==> config.mk <==
export PLATFORM = sky130hd
export DESIGN_NAME = tinker_fetch_flat
export DESIGN_NICKNAME = d
export VERILOG_FILES = /design/src/rtl/tinker_fetch_if.sv /design/src/rtl/tinker_fetch.sv /design/src/flat_wrapper.sv
export SDC_FILE = /design/constraint.sdc
export NUM_CORES = 1
export LEC_CHECK = 0
export BUFFER_PORTS_ARGS = -buffer_cell sky130_fd_sc_hd__buf_2
export CORE_UTILIZATION = 50
export CTS_CLUSTER_SIZE = 16
export DETAILED_ROUTE_END_ITERATION = 8
export GPL_ROUTABILITY_DRIVEN = 0
export PLACE_DENSITY = 0.86
export SLEW_MARGIN = 20
export SYNTH_ARGS = -nofsm -noshare
export SYNTH_HDL_FRONTEND = slang
export SYNTH_SLANG_ARGS = --single-unit
==> constraint.sdc <==
create_clock -name clk -period 5 [get_ports clk]
set_input_delay 0 -clock clk [delete_from_list [all_inputs] [get_ports clk]]
set_output_delay 0 -clock clk [all_outputs]
set_load 0.01 [all_outputs]
==> src/rtl/tinker_fetch_if.sv <==
// -----------------------------------------------------------------------------
// tinker_fetch_if
// Bus bundle between the tinker fetch stage and its neighbours.
//   memory side : mem_rd_en, mem_addr (fetch -> memory), mem_rd_data (memory -> fetch;
//                 the byte arrives the cycle after the request)
//   decode side : inst_valid, inst, inst_pc (fetch -> decode), inst_ready (decode -> fetch)
//   control     : redirect_valid, redirect_pc (control-flow change into fetch)
// Modports:
//   master - the fetch unit itself
//   slave  - the environment (memory, decode, redirect source)
// -----------------------------------------------------------------------------
interface tinker_fetch_if;
  logic        mem_rd_en;
  logic [63:0] mem_addr;
  logic [7:0]  mem_rd_data;
  logic        inst_valid;
  logic        inst_ready;
  logic [31:0] inst;
  logic [63:0] inst_pc;
  logic        redirect_valid;
  logic [63:0] redirect_pc;

  modport master (
    output mem_rd_en, mem_addr, inst_valid, inst, inst_pc,
    input  mem_rd_data, inst_ready, redirect_valid, redirect_pc
  );

  modport slave (
    input  mem_rd_en, mem_addr, inst_valid, inst, inst_pc,
    output mem_rd_data, inst_ready, redirect_valid, redirect_pc
  );
endinterface

==> src/rtl/tinker_fetch.sv <==
// -----------------------------------------------------------------------------
// tinker_fetch
// Byte-serial instruction fetch. Reads four bytes (pc..pc+3) from a one-byte
// memory port, assembles them little-endian into a 32-bit word and offers it
// to decode with a valid/ready handshake. Supports redirect and halt.
//
// Ports:
//   clk          - sole clock, rising edge
//   reset        - synchronous, active-high
//   hlt          - halt request; fetch stops until reset
//   bus          - tinker_fetch_if.master (memory read port, decode handshake,
//                  redirect request)
//   fetch_fault  - sticky misaligned-redirect flag (only when
//                  TINKER_FETCH_ALIGN_CHECK_EN is defined)
//
// Configuration macro: TINKER_FETCH_ALIGN_CHECK_EN
//   defined   : misaligned redirect enters FAULT (no reads, fetch_fault=1)
//   undefined : redirect_pc[1:0] is ignored (forced to 2'b00)
// -----------------------------------------------------------------------------
module tinker_fetch #(
  parameter logic [63:0] RESET_PC = 64'h2000
) (
  input  logic clk,
  input  logic reset,
  input  logic hlt,
`ifdef TINKER_FETCH_ALIGN_CHECK_EN
  output logic fetch_fault,
`endif
  tinker_fetch_if.master bus
);

  typedef enum logic [2:0] {
    S_FETCH,
    S_LAST,
    S_OUT,
    S_HALT
`ifdef TINKER_FETCH_ALIGN_CHECK_EN
    , S_FAULT
`endif
  } state_t;

  state_t      state, state_d;
  logic [1:0]  k, k_d;          // byte index of the request issued this cycle
  logic [63:0] pc, pc_d;
  logic [31:0] inst_q;
  logic [1:0]  cap_idx;
  logic [63:0] redir_pc;
  logic        rd_en;
  logic        valid;
  logic        redir_ok;

`ifdef TINKER_FETCH_ALIGN_CHECK_EN
  logic fault_q, fault_d;
`endif

  // Instructions are word aligned; the low two bits never reach the pc.
  assign redir_pc = bus.redirect_pc & ~64'd3;
  assign redir_ok = bus.redirect_valid &&
                    (state == S_FETCH || state == S_LAST || state == S_OUT);

  // ---------------------------------------------------------------------------
  // Next-state and output decode
  // ---------------------------------------------------------------------------
  always_comb begin
    // NOTE: every signal driven here gets a default first so no path can leave
    // it unassigned and infer a latch.
    state_d = state;
    k_d     = k;
    pc_d    = pc;
    rd_en   = 1'b0;
    valid   = 1'b0;
`ifdef TINKER_FETCH_ALIGN_CHECK_EN
    fault_d = fault_q;
`endif

    case (state)
      S_FETCH: begin
        rd_en = 1'b1;
        k_d   = k + 2'd1;
        if (k == 2'd3) state_d = S_LAST;
      end
      S_LAST: state_d = S_OUT;
      S_OUT: begin
        valid = 1'b1;
        if (bus.inst_ready) begin
          pc_d    = pc + 64'd4;
          k_d     = 2'd0;
          state_d = S_FETCH;
        end
      end
      default: ; // HALT and FAULT hold until reset (HALT reachable via hlt)
    endcase

    // A redirect overrides the normal sequence; a coincident transfer has
    // already been consumed by decode, so only the next pc changes.
    if (redir_ok) begin
`ifdef TINKER_FETCH_ALIGN_CHECK_EN
      if (|bus.redirect_pc[1:0]) begin
        state_d = S_FAULT;
        fault_d = 1'b1;
      end else begin
`else
      begin
`endif
        pc_d    = redir_pc;
        k_d     = 2'd0;
        state_d = S_FETCH;
      end
    end

    // Halt wins over redirect and transfer.
    if (hlt) state_d = S_HALT;
  end

  // ---------------------------------------------------------------------------
  // State registers
  // ---------------------------------------------------------------------------
  always_ff @(posedge clk) begin
    // NOTE: sequential state uses non-blocking assignments so every register
    // samples the pre-edge values regardless of statement order.
    if (reset) begin
      state   <= S_FETCH;
      k       <= 2'd0;
      pc      <= RESET_PC;
`ifdef TINKER_FETCH_ALIGN_CHECK_EN
      fault_q <= 1'b0;
`endif
    end else begin
      state   <= state_d;
      k       <= k_d;
      pc      <= pc_d;
`ifdef TINKER_FETCH_ALIGN_CHECK_EN
      fault_q <= fault_d;
`endif
    end
  end

  // ---------------------------------------------------------------------------
  // Byte capture: the byte requested at index k arrives one cycle later, so in
  // FETCH with k>0 we store byte k-1, and in LAST we store byte 3. Partially
  // assembled words from an abandoned fetch are always fully overwritten
  // before the next OUT, so no explicit flush is needed.
  // ---------------------------------------------------------------------------
  assign cap_idx = k - 2'd1;

  always_ff @(posedge clk) begin
    if (reset) begin
      inst_q <= '0;
    end else if (state == S_FETCH && k != 2'd0) begin
      inst_q[{cap_idx, 3'b000} +: 8] <= bus.mem_rd_data;
    end else if (state == S_LAST) begin
      inst_q[31:24] <= bus.mem_rd_data;
    end
  end

  assign bus.mem_rd_en  = rd_en;
  assign bus.mem_addr   = pc + {62'd0, k};
  assign bus.inst_valid = valid;
  assign bus.inst       = inst_q;
  assign bus.inst_pc    = pc;
`ifdef TINKER_FETCH_ALIGN_CHECK_EN
  assign fetch_fault    = fault_q;
`endif

endmodule

==> src/flat_wrapper.sv <==
// flat-port wrapper written by rule: the top's interface ports become plain ports
module tinker_fetch_flat 
#(
  parameter logic [63:0] RESET_PC = 64'h2000
)
  (clk, reset, hlt, bus_mem_rd_en, bus_mem_addr, bus_inst_valid, bus_inst, bus_inst_pc, bus_mem_rd_data, bus_inst_ready, bus_redirect_valid, bus_redirect_pc);
  tinker_fetch_if bus_i ();
  input  logic clk;
  input  logic reset;
  input  logic hlt;
  output wire logic [$bits(bus_i.mem_rd_en)-1:0] bus_mem_rd_en;
  output wire logic [$bits(bus_i.mem_addr)-1:0] bus_mem_addr;
  output wire logic [$bits(bus_i.inst_valid)-1:0] bus_inst_valid;
  output wire logic [$bits(bus_i.inst)-1:0] bus_inst;
  output wire logic [$bits(bus_i.inst_pc)-1:0] bus_inst_pc;
  input wire logic [$bits(bus_i.mem_rd_data)-1:0] bus_mem_rd_data;
  input wire logic [$bits(bus_i.inst_ready)-1:0] bus_inst_ready;
  input wire logic [$bits(bus_i.redirect_valid)-1:0] bus_redirect_valid;
  input wire logic [$bits(bus_i.redirect_pc)-1:0] bus_redirect_pc;
  assign bus_mem_rd_en = bus_i.mem_rd_en;
  assign bus_mem_addr = bus_i.mem_addr;
  assign bus_inst_valid = bus_i.inst_valid;
  assign bus_inst = bus_i.inst;
  assign bus_inst_pc = bus_i.inst_pc;
  assign bus_i.mem_rd_data = bus_mem_rd_data;
  assign bus_i.inst_ready = bus_inst_ready;
  assign bus_i.redirect_valid = bus_redirect_valid;
  assign bus_i.redirect_pc = bus_redirect_pc;
  tinker_fetch #(.RESET_PC(RESET_PC)) u_core (.clk(clk), .reset(reset), .hlt(hlt), .bus(bus_i));
endmodule
# Word-level counts from Yosys, hierarchy flattened
# Cells that the tools add are included.
# word_totals
ff_bits	101
latchBits	0
ramBits	0
romBits	0
input_bits	77
out_inout_bits	162
word_cells	55
mem_count	0
# op_classes
n_addsub	5
n_mul	0
n_div	0
magnitude_cmp	0
n_eq_ne	7
n_shift	2
muxes	15
bitwise	0
reduce_logical	19
# ops
op	count
64-bit 2-to-1 mux	3
64-bit by 2-bit adder with 64-bit output	1
64-bit by 3-bit adder with 64-bit output (second input constant)	1
32-bit bitwise mux	1
8-bit by 7-bit variable shift with 32-bit output (first input constant)	1
8-bit by 7-bit indexed part select with 32-bit output	1
8-bit 2-to-1 mux	2
2-bit nonzero test	5
3-bit case mux with 3 select lines	1
4-bit by 3-bit inequality test with 1-bit output (second input constant)	2
5-bit negator with 7-bit output	1
2-bit 2-to-1 mux	3
3-bit 2-to-1 mux	2
2-bit AND reduction	3
3-bit AND reduction	2
5-bit nonzero test	1
2-bit inequality test (second input constant)	2
2-bit case mux with 2 select lines	1
3-bit by 1-bit equality test with 1-bit output (second input constant)	1
3-bit by 2-bit equality test with 1-bit output (second input constant)	1
3-bit logical NOT	1
3-bit nonzero test	1
3-bit OR reduction	1
2-bit by 1-bit adder with 2-bit output (second input constant)	1
other kinds (6)	9

# Longest topological paths before layout
# Gate-level depths: netlist of the first run.
# logic_depth
word_depth	6
ltp_mapped	10
depth_no_buf	7

# Worst setup path after synthesis of the first run
# OpenSTA, ideal clock, no wires.
# synth_timing
path_type	register to register
start	register u_core.state[0]
end	register u_core.pc[50], in the netlist u_core.bus.inst_pc[50]
setup_ns	0.091
arrival_time_ns	2.324
required_time_ns	4.909
setup_slack_ns	2.585
stages_incl_launch_ff	10
path_buffers	2
synth_period_minus_slack_ns	2.415
path_cell_list	dfxtp_1 > inv_1 > ha_1 > and3_1 > buf_2 > nand3_4 > or3_1 > buf_2 > or4_1 > a311oi_1
# synth_via
elab_chain_len	6
elab_cells_between_ends	10
classes_between	eq/ne: 2; mux: 1; reduce/logical: 7
# synth_rtl
element	line	source
start: declaration	tinker_fetch.sv:42	state_t state, state_d;
start signal: assignment	tinker_fetch.sv:129	state <= state_d;
3-bit by 1-bit equality test with 1-bit output / 3-bit logical NOT (equally long branches)	tinker_fetch.sv:59	(state == S_FETCH || state == S_LAST || state == S_OUT);
1-bit logical OR (2 in series)	tinker_fetch.sv:59	
1-bit logical AND	tinker_fetch.sv:58	assign redir_ok = bus.redirect_valid &&
2-bit nonzero test (no line)	--	
2-bit AND reduction (no line)	--	
end signal: assignment	tinker_fetch.sv:131	pc <= pc_d;
end: declaration	tinker_fetch.sv:44	logic [63:0] pc, pc_d;
# Several ways; a longest one is shown, not always the timed one.
# A chain may end at the register's enable or synchronous reset.

# Worst setup path after layout of the first run
# layout_timing
start	register u_core.state[0]
end	register u_core.pc[47], in the netlist u_core.bus.inst_pc[47]
# The elaborated chain is that of the path after synthesis.

==> results of run 1 <==
==> state kept, by name (all words and copies together) (netlist names) <==
name,count
u_core.state,2
u_core.bus.inst_pc,62
u_core.k,2
u_core.bus.inst,32
==> layout make-up <==
cell class / count / area share, %
flip-flops and latches: 98 / 27.16
inverters: 12 / 0.6236
multi-input cells: 461 / 40.17
repair buffers: 311 / 26.71
well taps: 140 / 2.425
clock buffers: 9 / 1.715
clock inverters: 7 / 1.195
==> logic make-up after synthesis <==
logic type / Yosys count / synth area share (%)
muxes: 12 / 2.193
and+or+nand+nor: 255 / 24.78
AOI/OAI and AO/OA: 142 / 16.53
DFF: 98 / 35.45
other: 1 / 0.06776
buffers and inverters: 115 / 12.32
xor gates and xnor gates: 39 / 6.172
adders and majority gates: 11 / 2.487
==> synth_stat cells, types with 2 or more instances <==
| cell type | number | area [sq um] |
|---|---|---|
| or4_1 | 10 | 75.07 |
| and4_1 | 13 | 113.9 |
| and3_1 | 16 | 100.1 |
| and2_1 | 6 | 37.54 |
| or3_1 | 2 | 12.51 |
| nor2_1 | 67 | 251.5 |
| nor3_1 | 27 | 135.1 |
| o31ai_1 | 8 | 60.06 |
| o21ai_0 | 36 | 180.2 |
| a211oi_1 | 20 | 150.1 |
| a22oi_1 | 25 | 187.7 |
| nor4_1 | 19 | 118.9 |
| a21oi_1 | 30 | 150.1 |
| o31a_1 | 2 | 17.52 |
| xnor2_1 | 31 | 271.5 |
| nand2_1 | 35 | 131.4 |
| buf_2 | 5 | 25.02 |
| nor2b_1 | 4 | 25.02 |
| inv_1 | 12 | 45.04 |
| nand4_1 | 23 | 143.9 |
| o211ai_1 | 2 | 15.01 |
| or2_2 | 2 | 12.51 |
| buf_4 | 65 | 488.0 |
| xor2_1 | 8 | 70.07 |
| ha_1 | 11 | 137.6 |
| clkbuf_1 | 31 | 116.4 |
| buf_1 | 2 | 7.510 |
| nand3_1 | 20 | 100.1 |
| nand2b_1 | 5 | 31.28 |
| a311oi_1 | 6 | 52.55 |
| dfxtp_1 | 98 | 1962 |
| a31oi_1 | 7 | 43.79 |
| mux2i_1 | 11 | 110.1 |
==> per-layer routing <==
metal  vias up  share of wire, %  wire length (um)
met5         -                 0                 0
met4         0               3.2               564
met3        58               9.9              1769
met2       382                47              8439
met1      2838                40              7126
li1       2826                 -                 -
==> power groups by stage <==
stage / clock (uW) / combinational [uW] / sequential, uW
2_1_floorplan: 0 / 241 / 936
3_3_place_gp: 0 / 352 / 929
3_5_place_dp: 0 / 356 / 932
4_1_cts: 560 / 402 / 914
5_1_grt: 589 / 449 / 926
6_report: 552 / 413 / 917
==> through the flow <==
stage               cell area, sq um  worst slack (ns)  hold slack (ns)
finish                          7223             1.764          0.05416
global route                    7223             1.502          0.06681
CTS                             7223             1.851          0.04197
detailed placement              6292             1.861           0.2447
global placement                6292             1.961           0.2412
floorplan                       5538             2.585           0.1439
==> worst max-delay path: stages (launching register included) <==
cell and delay, ns:
dfxtp_1 0.34, inv_1 0.11, ha_1 0.31, and4_1 0.37, nand4_1 0.64, nor3_1 1.01, and4_1 0.31, nor3_1 0.05
==> path summary, 6_finish.rpt <==
| path | startpoint | end | slack [ns] |
|---|---|---|---|
| setup / recovery | u_core.state[0]$_SDFFE_PP0P_ | u_core.bus.inst_pc[47]$_SDFFE_PP0P_ | 1.76 |
| hold / removal | bus_inst_ready | u_core.k[1]$_SDFFE_PP0P_ | 0.05 |
| setup reg to reg | u_core.state[0]$_SDFFE_PP0P_ | u_core.bus.inst_pc[47]$_SDFFE_PP0P_ | 1.76 |
| hold reg to reg | u_core.bus.inst[29]$_SDFFE_PP0P_ | u_core.bus.inst[29]$_SDFFE_PP0P_ | 0.51 |
==> impl_metrics.csv, run 1 <==
group,metric,value,unit
grt,grt_max_degree,86,
grt,grt-busiest-layer,"met2",
yosys,syn_inst,673,
timing,clock_skew,0.01349,ns
die,initial_core_util,51.28,%
timing,fmax,309.0,MHz
outcome,status,"finished, final reports clean",
min_path,worstHoldPathCells,4,
layout,final_cell_mix,"buf_2 (234), dfxtp_1 (98), dlygate4sd3_1 (72)",
yosys,ys.flop_type,"dfxtp_1",
layout,post-route-util,66.93,%
layout,fillers,842,
die,top_level_ports,239,
pwr,p_comb_share,22.0,%
drt,viasPerCell,5.881,
die,rows,38,
worst_setup_path,worstRegToRegCells,7,
cts,clk_latency,0.39,ns
grt,use_met1,36.57,%
cts,cts_root_buf,"clkbuf_8",
timing,rsz0062_at_grt,"false",
pwr,switching_share,32.60,%
grt,grt_pass1_vias,5555,
cts,cts.hold.buffers_added,72,
pwr,clockPowerShare,29.3,%
die,die-area,0.01149,sq mm
yosys,ys_types,47,
timing,finalSetupViolCount,0,
drt,antenna_left,0,
placement,io_buffers,234,
yosys,synth-edff-count,0,
layout,drive_gt1_share,29.51,%
grt,grt_use_met2,50.41,%
worst_setup_path,cp.arrival,3.52,ns
pwr,p_leak,0.003135,uW
cts,cts_setup_buffers,0,
drt,dr.pass1.iters,5,
layout,fin_cells,1038,
yosys,ys_seq_area_share,35.45,%
worst_setup_path,cp-end-kind,"flip-flop",
cts,cts_tree,"built",
timing,slew_viol_final,0,
timing,period_minus_slack,3.236,ns
layout,multi_input_comb_area,0.002902,sq mm
job,max-cap-violations,0,
grt,grt_pass1_wl,27350,um
drt,wl,17900,um
layout,areaGrowthSynthToFinish,30.52,%
worst_setup_path,critPathRequiredTime,5.28,ns
placement,place_inst,950,
pwr,p_seq_share,48.7,%
drt,drt_iter0_markers,786,
drt,dr_total_vias,6104,
pwr,power_switching,613.4,uW
grt,antenna_found_initial,0,
cts,numCtsBuffers,9,
yosys,synth_area_per_cell,8.223,sq um
yosys,async_flop_share,0,%
grt,grt-ovfl-total,0,
worst_setup_path,setup.worst_path.class,"flip-flop to flip-flop",
cts,cts_resized,0,
timing,final_hold_viol_count,0,
layout,regArea,0.001962,sq mm
layout,layout_commonest_cell,"buf_2",
placement,dp_hpwl,11130,um
drt,post_drt_wl_per_cell,17.24,um
worst_setup_path,path_max_fanout,16,
die,core_area,0.01079,sq mm
yosys,yosys_warnings,0,
timing,layout_worst_path_cycle_share,64.73,%
drt,drc,0,
pwr,ir_drop,0.2377,mV
worst_setup_path,start_kind,"flip-flop",
min_path,min_path_type,"primary input to flip-flop",
cts,clk_pin_slew_worst_paths,0.11,ns
timing,tns,0,ns
grt,use_met3,8.571,%
cts,cts_num_sinks,98,
layout,diodes,0,
timing,maxSlewHeadroom,23.08,%
yosys,synth_area,0.005534,sq mm
yosys,synth-seq-cells,98,
pwr,power.total,1882,uW
cts,cts_max_path_buffers,2,
cts,htreeDepth,3,
die,die_h,107.2,um
timing,tightestPinTransition,1.145,ns
pwr,p_int,1268,uW
pwr,powerDensity,260.5,mW/mm^2
grt,track_usage,30.45,%
die,die_x,107.2,um
layout,final_nets,981,
Power figures use the tool's default switching activity.
==> run 2: changes to the inputs <==
--- a/config.mk
+++ b/config.mk
@@ -5,12 +5,13 @@
 export SDC_FILE = /design/constraint.sdc
 export NUM_CORES = 1
 export LEC_CHECK = 0
+export ABC_AREA = 1
 export BUFFER_PORTS_ARGS = -buffer_cell sky130_fd_sc_hd__buf_2
-export CORE_UTILIZATION = 50
+export CORE_UTILIZATION = 46
 export CTS_CLUSTER_SIZE = 16
 export DETAILED_ROUTE_END_ITERATION = 8
 export GPL_ROUTABILITY_DRIVEN = 0
-export PLACE_DENSITY = 0.86
+export PLACE_DENSITY = 0.8
 export SLEW_MARGIN = 20
 export SYNTH_ARGS = -nofsm -noshare
 export SYNTH_HDL_FRONTEND = slang
==> constraint.sdc (replaced) <==
create_clock -name clk -period 2.75 [get_ports clk]
set_input_delay 0 -clock clk [delete_from_list [all_inputs] [get_ports clk]]
set_output_delay 0 -clock clk [all_outputs]
set_load 0.01 [all_outputs]
==> run 2 against run 1 <==
  * Fmax is 55% higher
  * Die area up 33%
  * Cell area up 16%
  * Flip-flop and latch count did not move
  * Critical endpoint is now u_core.bus.inst_pc[21]$_SDFFE_PP0P_
  * Largest power group unchanged
==> impl_metrics.csv, run 2 <==
group,metric,value,unit
drt,post_drt_wl_per_cell,15.34,um
timing,maxSlewHeadroom,47.58,%
layout,multi_input_comb_area,0.003804,sq mm
grt,grt_pass1_vias,6888,
outcome,status,"finished, final reports clean",
die,initial_core_util,46.98,%
drt,dr.pass1.iters,6,
layout,largest_reg_flops,62,
die,top_level_ports,239,
yosys,async_flop_share,0,%
yosys,synth-seq-cells,98,
timing,rsz0062_at_grt,"false",
yosys,synth-edff-count,0,
timing,slew_viol_final,0,
worst_setup_path,slowest_stage,"dfxtp_1",
pwr,p_leak,0.003897,uW
drt,drc,0,
timing,holdWs,0.009564,ns
layout,drive_gt1_share,22.43,%
yosys,ys_types,34,
worst_setup_path,critPathRequiredTime,2.95,ns
layout,areaGrowthSynthToFinish,22.61,%
die,die_x,123.8,um
die,die-area,0.01533,sq mm
timing,layout_worst_path_cycle_share,75.95,%
grt,grt_pass1_wl,34760,um
layout,diodes,0,
worst_setup_path,setup.worst_path.class,"flip-flop to flip-flop",
timing,fmax,478.8,MHz
layout,fin_cells,1490,
worst_setup_path,path_max_fanout,20,
cts,clk_pin_slew_worst_paths,0.07,ns
yosys,yosys.area.top_type_share,28.73,%
cts,cts_max_path_buffers,2,
yosys,syn_inst,1110,
pwr,powerDensity,467.7,mW/mm^2
die,rows,44,
worst_setup_path,path_cells,"inv_1 > ha_1 > nand2_1 > nand2_2 > inv_2 > buf_4 > nor2_1 > a32oi_1 > a21oi_1",
yosys,ys_seq_area_share,28.73,%
layout,final_cell_mix,"nand2_1 (286), buf_2 (234), nor2_1 (149)",
cts,htreeDepth,3,
cts,cts_num_sinks,98,
timing,period_minus_slack,2.089,ns
timing,final_hold_viol_count,0,
timing,tns,0,ns
worst_setup_path,max_stage_delay,0.37,ns
yosys,synth_area,0.006828,sq mm
timing,tightestPinTransition,0.7863,ns
grt,track_usage,29.47,%
grt,grt_max_degree,70,
cts,cts_root_buf,"clkbuf_16",
worst_setup_path,cp.arrival,2.29,ns
pwr,ir_drop,0.4253,mV
drt,drt_iter0_markers,776,
worst_setup_path,cp-end-kind,"flip-flop",
layout,final_nets,1389,
yosys,ys_top_cells_by_count,"nand2_1 (287), nor2_1 (150), inv_1 (111), dfxtp_1 (98), o21ai_0 (84)",
layout,fillers,1427,
timing,finalSetupViolCount,0,
cts,clk_latency,0.36,ns
placement,dp_hpwl,16650,um
cts,cts_resized,0,
timing,clock_skew,0.01111,ns
placement,io_buffers,234,
placement,place_inst,1435,
drt,wl,22860,um
yosys,yosysTopAreaCell,"dfxtp_1",
yosys,ys_top_cells_by_area,"dfxtp_1 (29%), nand2_1 (16%), nor2_1 (8.2%)",
yosys,ys.flop_type,"dfxtp_1",
yosys,synth_area_per_cell,6.151,sq um
die,die_h,123.8,um
grt,grt-ovfl-total,0,
job,max-cap-violations,0,
yosys,post-synth-top-count-cell,"nand2_1",
layout,layout_commonest_cell,"nand2_1",
drt,dr_total_vias,8013,
worst_setup_path,start_kind,"flip-flop",
drt,viasPerCell,5.378,
yosys,yosys_warnings,0,
min_path,min_path_type,"primary input to flip-flop",
grt,antenna_found_initial,0,
die,core_area,0.01453,sq mm
drt,antenna_left,0,
cts,numCtsBuffers,9,
cts,cts_tree,"built",
layout,regArea,0.001962,sq mm
==> run 2: path summary, 6_finish.rpt <==
check,end,slack (ns),start,cells past startpoint
hold / removal,u_core.bus.inst_pc[18]$_SDFFE_PP0P_,0.01,bus_redirect_pc[18],5
hold reg to reg,u_core.bus.inst[7]$_SDFFE_PP0P_,0.47,u_core.bus.inst[7]$_SDFFE_PP0P_,2
setup reg to reg,u_core.bus.inst_pc[21]$_SDFFE_PP0P_,0.66,u_core.state[0]$_SDFFE_PP0P_,9
setup / recovery,u_core.bus.inst_pc[21]$_SDFFE_PP0P_,0.66,u_core.state[0]$_SDFFE_PP0P_,9
==> run 2: per-layer routing <==
metal | wire length, um | track usage [%] | up-vias
met5 | 0 | 0 | -
met4 | 825 | 13.70 | 0
met3 | 2424 | 7.234 | 59
met2 | 10580 | 48.19 | 472
met1 | 9032 | 36.27 | 3556
li1 | - | - | 3926
==> run 2: report_power, final <==
part | internal (uW) | switching, uW | total [uW]
combinational | 338 | 518 | 856
clock | 801 | 593 | 1390
sequential | 1510 | 151 | 1670
total | 2650 | 1260 | 3920
==> run 2: through the flow <==
step | utilization (%) | setup slack (ns) | power, uW | instance area (sq um)
after global routing | 57.60 | 0.4421 | 4104 | 8372
final | 57.60 | 0.6613 | 3916 | 8372
after detailed placement | 52.72 | 0.7083 | 2498 | 7662
after global placement | 52.72 | 0.7773 | 2483 | 7662
after CTS | 57.60 | 0.6780 | 3913 | 8372
after floorplan | - | 0.9470 | 2234 | 6832
==> run 2: worst max-delay path, delay by kind of cell, from the launching register on <==
| family | cells | cell delay [ns] |
|---|---|---|
| and+or+nand+nor | 3 | 0.28 |
| adders and majority gates | 1 | 0.34 |
| AOI/OAI and AO/OA | 2 | 0.29 |
| buffers and inverters | 3 | 0.65 |
| DFF | 1 | 0.37 |
==> run 2: layout make-up <==
type                    count  share of cell area, %
repair buffers            281                  19.37
inverters                 116                  5.201
well taps                 184                  2.750
clock buffers              10                  2.735
clock inverters             6                  1.076
multi-input cells         795                  45.43
flip-flops and latches     98                  23.43
==> run 2: logic make-up after synthesis <==
group           after synthesis  synth area share [%]
compound gates              203                 16.80
fa+ha+maj                    11                 2.016
buf+inv                     218                 15.69
flops                        98                 28.73
other cells                   1               0.05492
simple gates                579                 36.71
==> run 2: what timing repair did <==
item / in CTS / in global routing
hold buffers: 39 / 0
hold endpoints to repair: 47 / 0
setup buffers: 0 / 0
